**src/rtl/accumulator_dump.sv**
```systemverilog
// Sums ACC_LEN unsigned samples per dump and holds each dump on a valid/ready
// output; the input stalls only when a new dump would overwrite an unconsumed one.
module accumulator_dump #(
  parameter  int unsigned DATA_WIDTH = 17,
  parameter  int unsigned ACC_LEN    = 8,
  parameter  int unsigned ACC_WIDTH  = 20,
  localparam int unsigned CNT_W      = $clog2(ACC_LEN)
) (
  input  logic                  clk_i,
  input  logic                  rst_n_i,
  input  logic [DATA_WIDTH-1:0] data_i,
  input  logic                  data_valid_i,
  output logic                  data_ready_o,
  input  logic                  clr_i,
  output logic [ACC_WIDTH-1:0]  sum_o,
  output logic                  sum_valid_o,
  input  logic                  sum_ready_i,
  output logic [CNT_W-1:0]      cnt_o
);

  typedef enum logic {
    ST_ACC   = 1'b0,
    ST_STALL = 1'b1
  } state_e;

  localparam logic [CNT_W-1:0] LAST_CNT = CNT_W'(ACC_LEN - 1);

  state_e                 state_q, state_d;
  logic [ACC_WIDTH-1:0]   acc_q, acc_d;
  logic [ACC_WIDTH-1:0]   sum_q, sum_d;
  logic                   sum_valid_q, sum_valid_d;
  logic [CNT_W-1:0]       cnt_q, cnt_d;

  logic [ACC_WIDTH-1:0]   data_ext;
  logic                   accept;
  logic                   dump;

  assign data_ext = ACC_WIDTH'(data_i);
  // clr_i discards any sample offered in the same cycle.
  assign accept   = data_valid_i && data_ready_o && !clr_i;
  assign dump     = accept && (cnt_q == LAST_CNT);

  // State and datapath registers.
  // NOTE: sequential state uses non-blocking assignments so every register
  // samples the pre-edge values of the others, independent of statement order.
  always_ff @(posedge clk_i or negedge rst_n_i) begin
    if (!rst_n_i) begin
      state_q     <= ST_ACC;
      acc_q       <= '0;
      sum_q       <= '0;
      sum_valid_q <= 1'b0;
      cnt_q       <= '0;
    end else begin
      state_q     <= state_d;
      acc_q       <= acc_d;
      sum_q       <= sum_d;
      sum_valid_q <= sum_valid_d;
      cnt_q       <= cnt_d;
    end
  end

  // Next-state and datapath update.
  always_comb begin
    // NOTE: every signal gets a default first so no path leaves it unassigned,
    // which would otherwise infer a latch.
    acc_d       = acc_q;
    cnt_d       = cnt_q;
    sum_d       = sum_q;
    sum_valid_d = sum_valid_q;

    if (clr_i) begin
      acc_d = '0;
      cnt_d = '0;
    end else if (dump) begin
      acc_d = '0;
      cnt_d = '0;
    end else if (accept) begin
      acc_d = acc_q + data_ext;
      cnt_d = cnt_q + CNT_W'(1);
    end

    // A fresh dump takes priority over consumption of the previous one.
    if (dump) begin
      sum_d       = acc_q + data_ext;
      sum_valid_d = 1'b1;
    end else if (sum_valid_q && sum_ready_i) begin
      sum_valid_d = 1'b0;
    end

    // STALL is exactly "last slot reached while a dump is still pending".
    state_d = ((cnt_d == LAST_CNT) && sum_valid_d) ? ST_STALL : ST_ACC;
  end

  // Outputs come straight from registers; data_ready_o has no input path.
  always_comb begin
    data_ready_o = (state_q == ST_ACC);
    sum_o        = sum_q;
    sum_valid_o  = sum_valid_q;
    cnt_o        = cnt_q;
  end

endmodule

```
**config.mk**
```make
export PLATFORM = sky130hd
export DESIGN_NAME = accumulator_dump
export DESIGN_NICKNAME = d
export VERILOG_FILES = /design/src/rtl/accumulator_dump.sv
export SDC_FILE = /design/constraint.sdc
export NUM_CORES = 1
export LEC_CHECK = 0
export ABC_CLOCK_PERIOD_IN_PS = 4050
export CAP_MARGIN = 5
export CORE_MARGIN = 4
export CORE_UTILIZATION = 30
export DETAILED_ROUTE_END_ITERATION = 6
export GPL_TIMING_DRIVEN = 0
export PLACE_DENSITY = 0.47
export SYNTH_ARGS = -nofsm -noshare
export SYNTH_HDL_FRONTEND = slang
export SYNTH_SLANG_ARGS = --single-unit
```
**constraint.sdc**
```tcl
create_clock -name clk_i -period 4.05 [get_ports clk_i]
set_clock_uncertainty 0.1 [all_clocks]
set_input_delay 0.6075 -clock clk_i [delete_from_list [all_inputs] [get_ports clk_i]]
set_output_delay 0.6075 -clock clk_i [all_outputs]
set_load 0.01 [all_outputs]
```
# --- Word level (Yosys, flattened, before mapping) ---
# Cells that the tools add are included.
classes:
  add_sub_neg: 2
  n_eq_ne: 2
  n_mux: 9
  bitwise_logic: 1
  n_reduce_logical: 7
op_table:
  columns: ["cell", "n"]
  rows:
  - ["$mux 20", 3]
  - ["$add 20x17->20", 1]
  - ["$mux 3", 3]
  - ["$eq 3x3->1 const B", 2]
  - ["$logic_and 1x1->1", 5]
  - ["$add 3x1->3 const B", 1]
  - ["$mux 1", 3]
  - ["$reduce_bool 3->1", 1]
  - ["$logic_not 1->1", 1]
  - ["$not 1->1", 1]
totals:
  wordCells: 26
  output_inout_bits: 25
  reg_bits: 45
  in_bits: 22

# --- Depth between registers and ports, before layout ---
# Gate-level depths: netlist of run 1.
logic_depth:
  ltp_word: 9
  depth_mapped: 10

# --- Worst setup path after synthesis of run 1 ---
# No wires, ideal clock.
synth_timing:
  path_type: "input port to flip-flop"
  from: "input port data_i[0]"
  to: "register sum_q[16] (netlist: sum_o[16])"
  slack_ns: 1.465
  required_time_ns: 3.825
  t_arrival_ns: 2.360
  stages: 10
  setup_ns: 0.125
  path_cell_list: "ha_1 -> inv_1 -> fa_1 -> nor2b_4 -> o21ai_2 -> nand2_4 -> a41oi_4 -> o41ai_2 -> xnor2_1 -> mux2_4"
synth_between:
  elab_chain_len: 1
synth_lines:
  columns: ["element", "line", "text"]
  rows:
  - ["start, declared", "11", "input logic [DATA_WIDTH-1:0] data_i,"]
  - ["$add 20x17->20", "84", "sum_d = acc_q + data_ext;"]
  - ["end signal, assigned", "56", "sum_q <= sum_d;"]
  - ["end, declared", "30", "logic [ACC_WIDTH-1:0] sum_q, sum_d;"]
# Every way passes these cells.
# A chain may end at the register's enable or synchronous reset.

# --- Worst setup path in the final report of run 1 ---
# Ends and elaborated chain as after synthesis.

==> results.md, run 1 <==
- Startpoint Class: primary input
- Initial Utilization: 0.310
- Worst setup margin: roughly 1.1 ns
- Yosys warnings: 0
- Starting DRT DRC Count: 55
- Crit. path cell count: 11
- # setup viols final: 0
- Tcrit/Tclk final: 0.741
- Simple-gate share of the synthesized area: 0.153
- Clk_lat worst skew: around 0.3 ns
- GRT overflow: 0
- WHS: between 0.1 and 0.15 ns
- Crit Path Class: primary input to flip-flop
- Number of I/O port buffers: 46
- CTS buffer count: 5
- Top delay family on crit path: compound AO/OA/AOI/OAI gates
- Vias in the first global route: between 2k and 2.5k
- Status: completed
- Critical R2R Launch: acc_q[0]$_DFFE_PN0P_
- Fill cells: between 900 and 1k
- Clock buffer depth: 2
- Drt pass-1 iters: 4
- Row count: 34
- Sinks on Clock Net: 45
- # DRC: 0
- Slowest CP cell: clkdlybuf4s50_1
- Peak VDD IR: between 0.1 and 0.15 mV
- Ys async rst share: 1.00
- Rel. slew slack: 0.604
- Synth Area in Compound Gates: 0.221
- Top post-synthesis cells by area: dfrtp_1 (41%), ha_1 (8.7%), nand2_1 (5.9%)
- Data required, critical path: between 4 and 5 ns
- Layout cells sized above 1: 0.112
- Critical Path Start: data_i[0]
- WL final: approximately 6.7 mm
- CTS resizes: 0
- Post-DP HPWL: 5.16 mm
- Netlist cell types: 54
- Hold_buf cts: 0
- Final antenna-violating net count: 0
- Routed len/inst: 14.9 um
- Cell count after synthesis: ~290
- Total power: between 1 and 1.5 mW
- Register area share after synthesis: 0.412
- DR vias: about 2.2k
- Maxcap violations: 0
- Die area: about 11000 sq um
- CORE AREA: about 8800 sq um
- Reg2Reg Depth: 10
- Die Span Y: slightly above 100 um
- Synth area leader: dfrtp_1
- Synthesized area: 2730 sq um
- Power Density: ~360 nW/um^2
- Die width: about 100 um
- CP bufs+invs: 2
- Root buf cell: clkbuf_8
- TritonCTS clock tree: built
- RD Place Congestion: just over 0.8
- Count leader, synth: dfrtp_1
- Clock-pin slew on the worst setup and hold paths: about 0.090 ns
- Pre-CTS setup slack: roughly 0.73 ns
- Critical path capture point type: flip-flop
- Tightest Pin Transition: between 0.5 and 0.6 ns
- Syn_nets: 327
- RSZ-0062 raised after global routing: false
- Final nets: 381
- Mux contribution to synthesized area: 0.0376
- CP max stage delay: between 0.4 and 0.5 ns
- Antenna Cells: 0
- Reg2Reg Capture Point: sum_o[16]$_DFFE_PN0P_
- Top_reg_cell synth: dfrtp_1
- Peak Freq: ~330 MHz
- Syn_area_per_cell: 9.58 sq um
- XOR/XNOR Fraction of Synth Area: 0.0481
- Drt via density: between 4 and 5
- Post-layout util: 0.392
- CP Cell Sequence: clkdlybuf4s50_1 > ha_1 > inv_1 > fa_1 > nor2b_4 > o21ai_2 > nand2_4 > a41oi_4 > o41ai_2 > xnor2_1 > mux2_4
- Ports: 47
- Worst-path fanout max: 3
- Worst Path Arrival: 3.09 ns
- Post-synth EDFFs: 0
- R2r setup slk: 1.47 ns
- First-pass GRT wire length: between 10 and 15 mm
- Top post-synthesis cells by count: dfrtp_1 (45), nand2_1 (43), o21ai_0 (27)
- Setup_tns: 0 ns
- Leakage: between 1.5 and 2 nW
- Largest net degree at the start of global routing: 30
- Final hold vios: 0
- Tmin final: approximately 3 ns
- Area grow syn2layout: 26.4%
- GR Util All Layers: 0.136
- Register bit total from synthesis: 45
- Hold/Removal Path Class: primary input to asynchronous set/reset pin
- Htree depth: 2
- Synth top area share: 0.412
- Critical Path End: sum_o[16]$_DFFE_PN0P_
- Post-CTS setup buffer count: 0
- Largest family of logic cells by synthesized area: compound AO/OA/AOI/OAI gates
- Post-Synth Adder-Cell Area: 0.0944
- Initial antenna violation count: 0
- Final slew viol count: 0
[routing by layer]
layer	share of wire	up-vias	wire, um	GRT usage
met5	0	-	0	0
met1	0.50	1035	3330	0.186
li1	-	1131	-	-
met2	0.46	31	3040	0.219
met3	0.029	10	191	0.0221
met4	0.016	0	105	0.0418
[through the flow]
| step | instance area, sq um | instances |
|---|---|---|
| after global placement | 3330 | 439 |
| final | 3450 | 448 |
| after floorplan | 2730 | 285 |
| after global routing | 3450 | 448 |
| after detailed placement | 3340 | 440 |
| after CTS | 3450 | 448 |
[report_power, final]
group	internal, mW	total, mW	switching, mW
Sequential	0.478	0.497	0.0190
Combinational	0.167	0.388	0.221
Clock	0.186	0.353	0.167
[area by class of cell]
| class | count | area, sq um | area share |
|---|---|---|---|
| clock buffers | 6 | 72.6 | 0.0210 |
| inverters | 9 | 33.8 | 0.00978 |
| plain buffers | 12 | 57.6 | 0.0167 |
| clock inverters | 2 | 38.8 | 0.0112 |
| multi-input cells | 219 | 1510 | 0.438 |
| repair buffers | 47 | 475 | 0.138 |
| well taps | 108 | 135 | 0.0391 |
| flip-flops and latches | 45 | 1130 | 0.326 |
[cells in the final DEF, fill, tap and decap left out, types with 5 or more instances in the layout]
cell              n
dfrtp_1          45
clkdlybuf4s50_1  45
nand2_1          43
o21ai_0          27
ha_1             19
a21oi_1          17
nor2_1           12
xnor2_1           9
inv_1             8
nor3_1            8
clkbuf_1          7
nand3_1           7
a22o_1            7
xor2_1            6
mux2_2            6
buf_2             5
clkbuf_8          5
[registers in the layout, indices dropped and copies added (netlist names)]
| signal | flops |
|---|---|
| cnt_o | 3 |
| state_q | 1 |
| acc_q | 20 |
| sum_o | 20 |
| sum_valid_o | 1 |
[worst min path at each step]
stage / start / to / slack, ns / cells past startpoint
floorplan: rst_n_i / acc_q[0]$_DFFE_PN0P_ / 0.21 / 0
global placement: sum_o[5]$_DFFE_PN0P_ / sum_o[5]$_DFFE_PN0P_ / 0.37 / 2
detailed placement: sum_o[5]$_DFFE_PN0P_ / sum_o[5]$_DFFE_PN0P_ / 0.37 / 2
CTS: rst_n_i / cnt_o[0]$_DFF_PN0_ / 0.14 / 1
global route: rst_n_i / cnt_o[0]$_DFF_PN0_ / 0.15 / 1
finish: rst_n_i / cnt_o[0]$_DFF_PN0_ / 0.12 / 1
[kinds of logic after synthesis]
kind of cell,Yosys count
compound gates,86
xor+xnor,15
fa+ha+maj,20
buf+inv,21
flops,45
mux,9
simple gates,89
Power figures use the tool's default switching activity.
==> run 2: changes to the inputs <==
Settings changed: ABC_CLOCK_PERIOD_IN_PS 4050 to 2600, PLACE_DENSITY 0.47 to 0.49.
Clock period 4.05 ns to 2.6 ns, I/O delays scaled along.
==> run 2 against run 1 <==
Effect of this change:
- sequential power is 56% higher
- register-to-register slack worse by 1.3 ns
- clock-buffer cell count is 1 lower
- highest routed layer unchanged
- critical path depth is 2 lower
- die area stayed put
- first-iteration DRC count is 84% higher
- total power is 55% higher
- design area is 1.2% higher
- routed wire length is 2.7% higher
- global-route usage hardly changed
- largest power group unchanged
- sequential share of layout area is 0.40 points lower
==> results.md, run 2 (synthesized netlist as in run 1, its figures left out) <==
- Clk_lat worst skew: 0.30 ns (about the same)
- Maxcap violations: 0 (unchanged)
- Layout cells sized above 1: 0.137 (was 0.112)
- Tcrit/Tclk final: 0.969
- Register area: 1130 sq um (unchanged)
- Die width: 103 um (unchanged)
- Final hold vios: 0 (unchanged)
- First-pass GRT wire length: 11.3 mm (unchanged)
- WL final: 6.85 mm (was 6.67 mm)
- RD Place Congestion: 0.846 (was 0.816)
- GR Util All Layers: 0.136 (about the same)
- Drt via density: 4.98 (was 4.93)
- Worst-path fanout max: 5 (was 3)
- Hold/Removal Path Class: primary input to flip-flop (was primary input to asynchronous set/reset pin)
- Htree depth: 2 (unchanged)
- R2r setup slk: 0.15 ns (was 1.47 ns)
- Peak VDD IR: 0.201 mV (was 0.125 mV)
- Hold Crit Start: data_i[0]
- Initial antenna violation count: 0 (unchanged)
- Tightest Pin Transition: 0.599 ns (was 0.595 ns)
- Worst Path Arrival: 2.61 ns (was 3.09 ns)
- # setup viols final: 0 (unchanged)
- TritonCTS clock tree: built (unchanged)
- Hold Crit Depth: 4
- Post-DP HPWL: 5.09 mm (was 5.16 mm)
- Critical R2R Launch: acc_q[0]$_DFFE_PN0P_ (unchanged)
- Sinks on Clock Net: 45 (unchanged)
- Crit Path Class: primary input to flip-flop (unchanged)
- Antenna Cells: 0 (unchanged)
- Peak Freq: 397 MHz
- Most common cell after layout, fill and taps aside: dfrtp_1
- Fill cells: 881 (was 909)
- Row count: 34 (unchanged)
- Reg2Reg Capture Point: sum_o[16]$_DFFE_PN0P_ (unchanged)
- Hold Crit Endpoint: sum_o[0]$_DFFE_PN0P_
- Critical Path Start: data_i[7] (was data_i[0])
- Clock-pin slew on the worst setup and hold paths: 0.08 ns (was 0.09 ns)
- Reg2Reg Depth: 10 (unchanged)
- Number of I/O port buffers: 46 (unchanged)
- CORE AREA: 8810 sq um (unchanged)
- Root buf cell: clkbuf_8 (unchanged)
- Final antenna-violating net count: 0 (unchanged)
- Die area: 10700 sq um (unchanged)
- Post-DP Area: 3340 sq um (unchanged)
- Starting DRT DRC Count: 101 (was 55)
- WHS: 0.377 ns (was 0.119 ns)
- Clock buffer depth: 2 (unchanged)
- Multi-input logic area: 1530 sq um (was 1510 sq um)
- Routed len/inst: 15.2 um (was 14.9 um)
- CTS buffer count: 5 (unchanged)
- Largest net degree at the start of global routing: 27 (was 30)
- Final slew viol count: 0 (unchanged)
- GRT overflow: 0 (unchanged)
- Area grow syn2layout: 28.0% (was 26.4%)
- Final nets: 384 (was 381)
- Initial Utilization: 0.310 (unchanged)
- Critical path capture point type: flip-flop (unchanged)
- Design area: 3500 sq um (was 3450 sq um)
- DR vias: 2241 (was 2207)
- Power Density: 550 nW/um^2 (was 359 nW/um^2)
- Worst setup margin: 0.0793 ns (was 1.05 ns)
- Status: completed (unchanged)
- Rel. slew slack: 0.600 (was 0.604)
- Startpoint Class: primary input (unchanged)
- Pre-CTS setup slack: -0.452 ns (was 0.725 ns)
- Tmin final: between 2 and 3 ns
- Die Span Y: 103 um (unchanged)
- Data required, critical path: 2.69 ns (was 4.14 ns)
- Ports: 47 (unchanged)
- Vias in the first global route: 2269 (was 2308)
- Commonest cells after routing, fill and taps aside: dfrtp_1 (45), nand2_1 (43), clkdlybuf4s50_1 (43) (was dfrtp_1 (45), clkdlybuf4s50_1 (45), nand2_1 (43))
- Total power: 1.92 mW (was 1.24 mW)
- Leakage: 1.54 nW (was 1.51 nW)
- Drt pass-1 iters: 4 (unchanged)
- # DRC: 0 (unchanged)
==> run 2: changes by cell type in the layout (fill, tap and decap cells not counted), moves of 2 or more <==
cell and delta:
clkdlybuf4s50_1 -2, a21oi_1 -2, o21ai_1 +2, a21oi_2 +2, dlymetal6s2s_1 +2, o21ai_0 -2, buf_4 +2
==> run 2: repair_timing <==
action                                 CTS  global route
setup buffers                            0             2
gates cloned                             0             0
setup endpoints to repair                5            12
endpoints found under the hold margin   19             0
resized for setup                        2             9
pin swaps                                1             7
hold buffers                             1             0
==> run 2: cell type report <==
class / instances / share of cell area
Clock buffer: 5 / 0.0197
Sequential cell: 45 / 0.322
Inverter: 9 / 0.00966
Timing Repair Buffer: 50 / 0.145
Clock inverter: 2 / 0.0100
Buffer: 12 / 0.0165
Multi-Input combinational cell: 219 / 0.439
Tap cell: 108 / 0.0387
==> run 2: worst max-delay path: stages <==
cell             delay (ns)
clkdlybuf4s50_1        0.41
ha_1                   0.37
a21oi_2                0.23
o21bai_1               0.10
a21oi_1                0.25
nand2b_1               0.18
a21oi_2                0.07
or3_1                  0.34
a32o_1                 0.27
==> run 2: report_power, final <==
| part | internal, mW | total (mW) | switching (mW) |
|---|---|---|---|
| combinational | 0.269 | 0.626 | 0.357 |
| clock | 0.280 | 0.526 | 0.246 |
| sequential | 0.744 | 0.773 | 0.0283 |
==> run 2: how the worst max path moves through the flow <==
stage	endpoint	slack (ns)	cells after the start
2_1_floorplan	sum_o[16]$_DFFE_PN0P_	0.23	10
3_3_place_gp	sum_o[16]$_DFFE_PN0P_	-0.47	11
3_5_place_dp	sum_o[16]$_DFFE_PN0P_	-0.45	11
4_1_cts	sum_o[16]$_DFFE_PN0P_	-0.03	11
5_1_grt	acc_q[14]$_DFFE_PN0P_	-0.009	9
6_report	acc_q[14]$_DFFE_PN0P_	0.08	9
==> run 2: stage by stage <==
step,util,instances,setup TNS [ns]
final,0.397,450,0
after global routing,0.397,450,-0.00886
after CTS,0.393,448,-0.0253
after detailed placement,0.380,440,-4.38
after global placement,0.378,439,-23.72
after floorplan,-,285,0
==> run 2: routing by layer <==
| layer | global-route usage | wire length (um) |
|---|---|---|
| met1 | 0.187 | 3380 |
| met2 | 0.220 | 3090 |
| met3 | 0.0188 | 269 |
| met4 | 0.0448 | 107 |
| met5 | 0 | 0 |
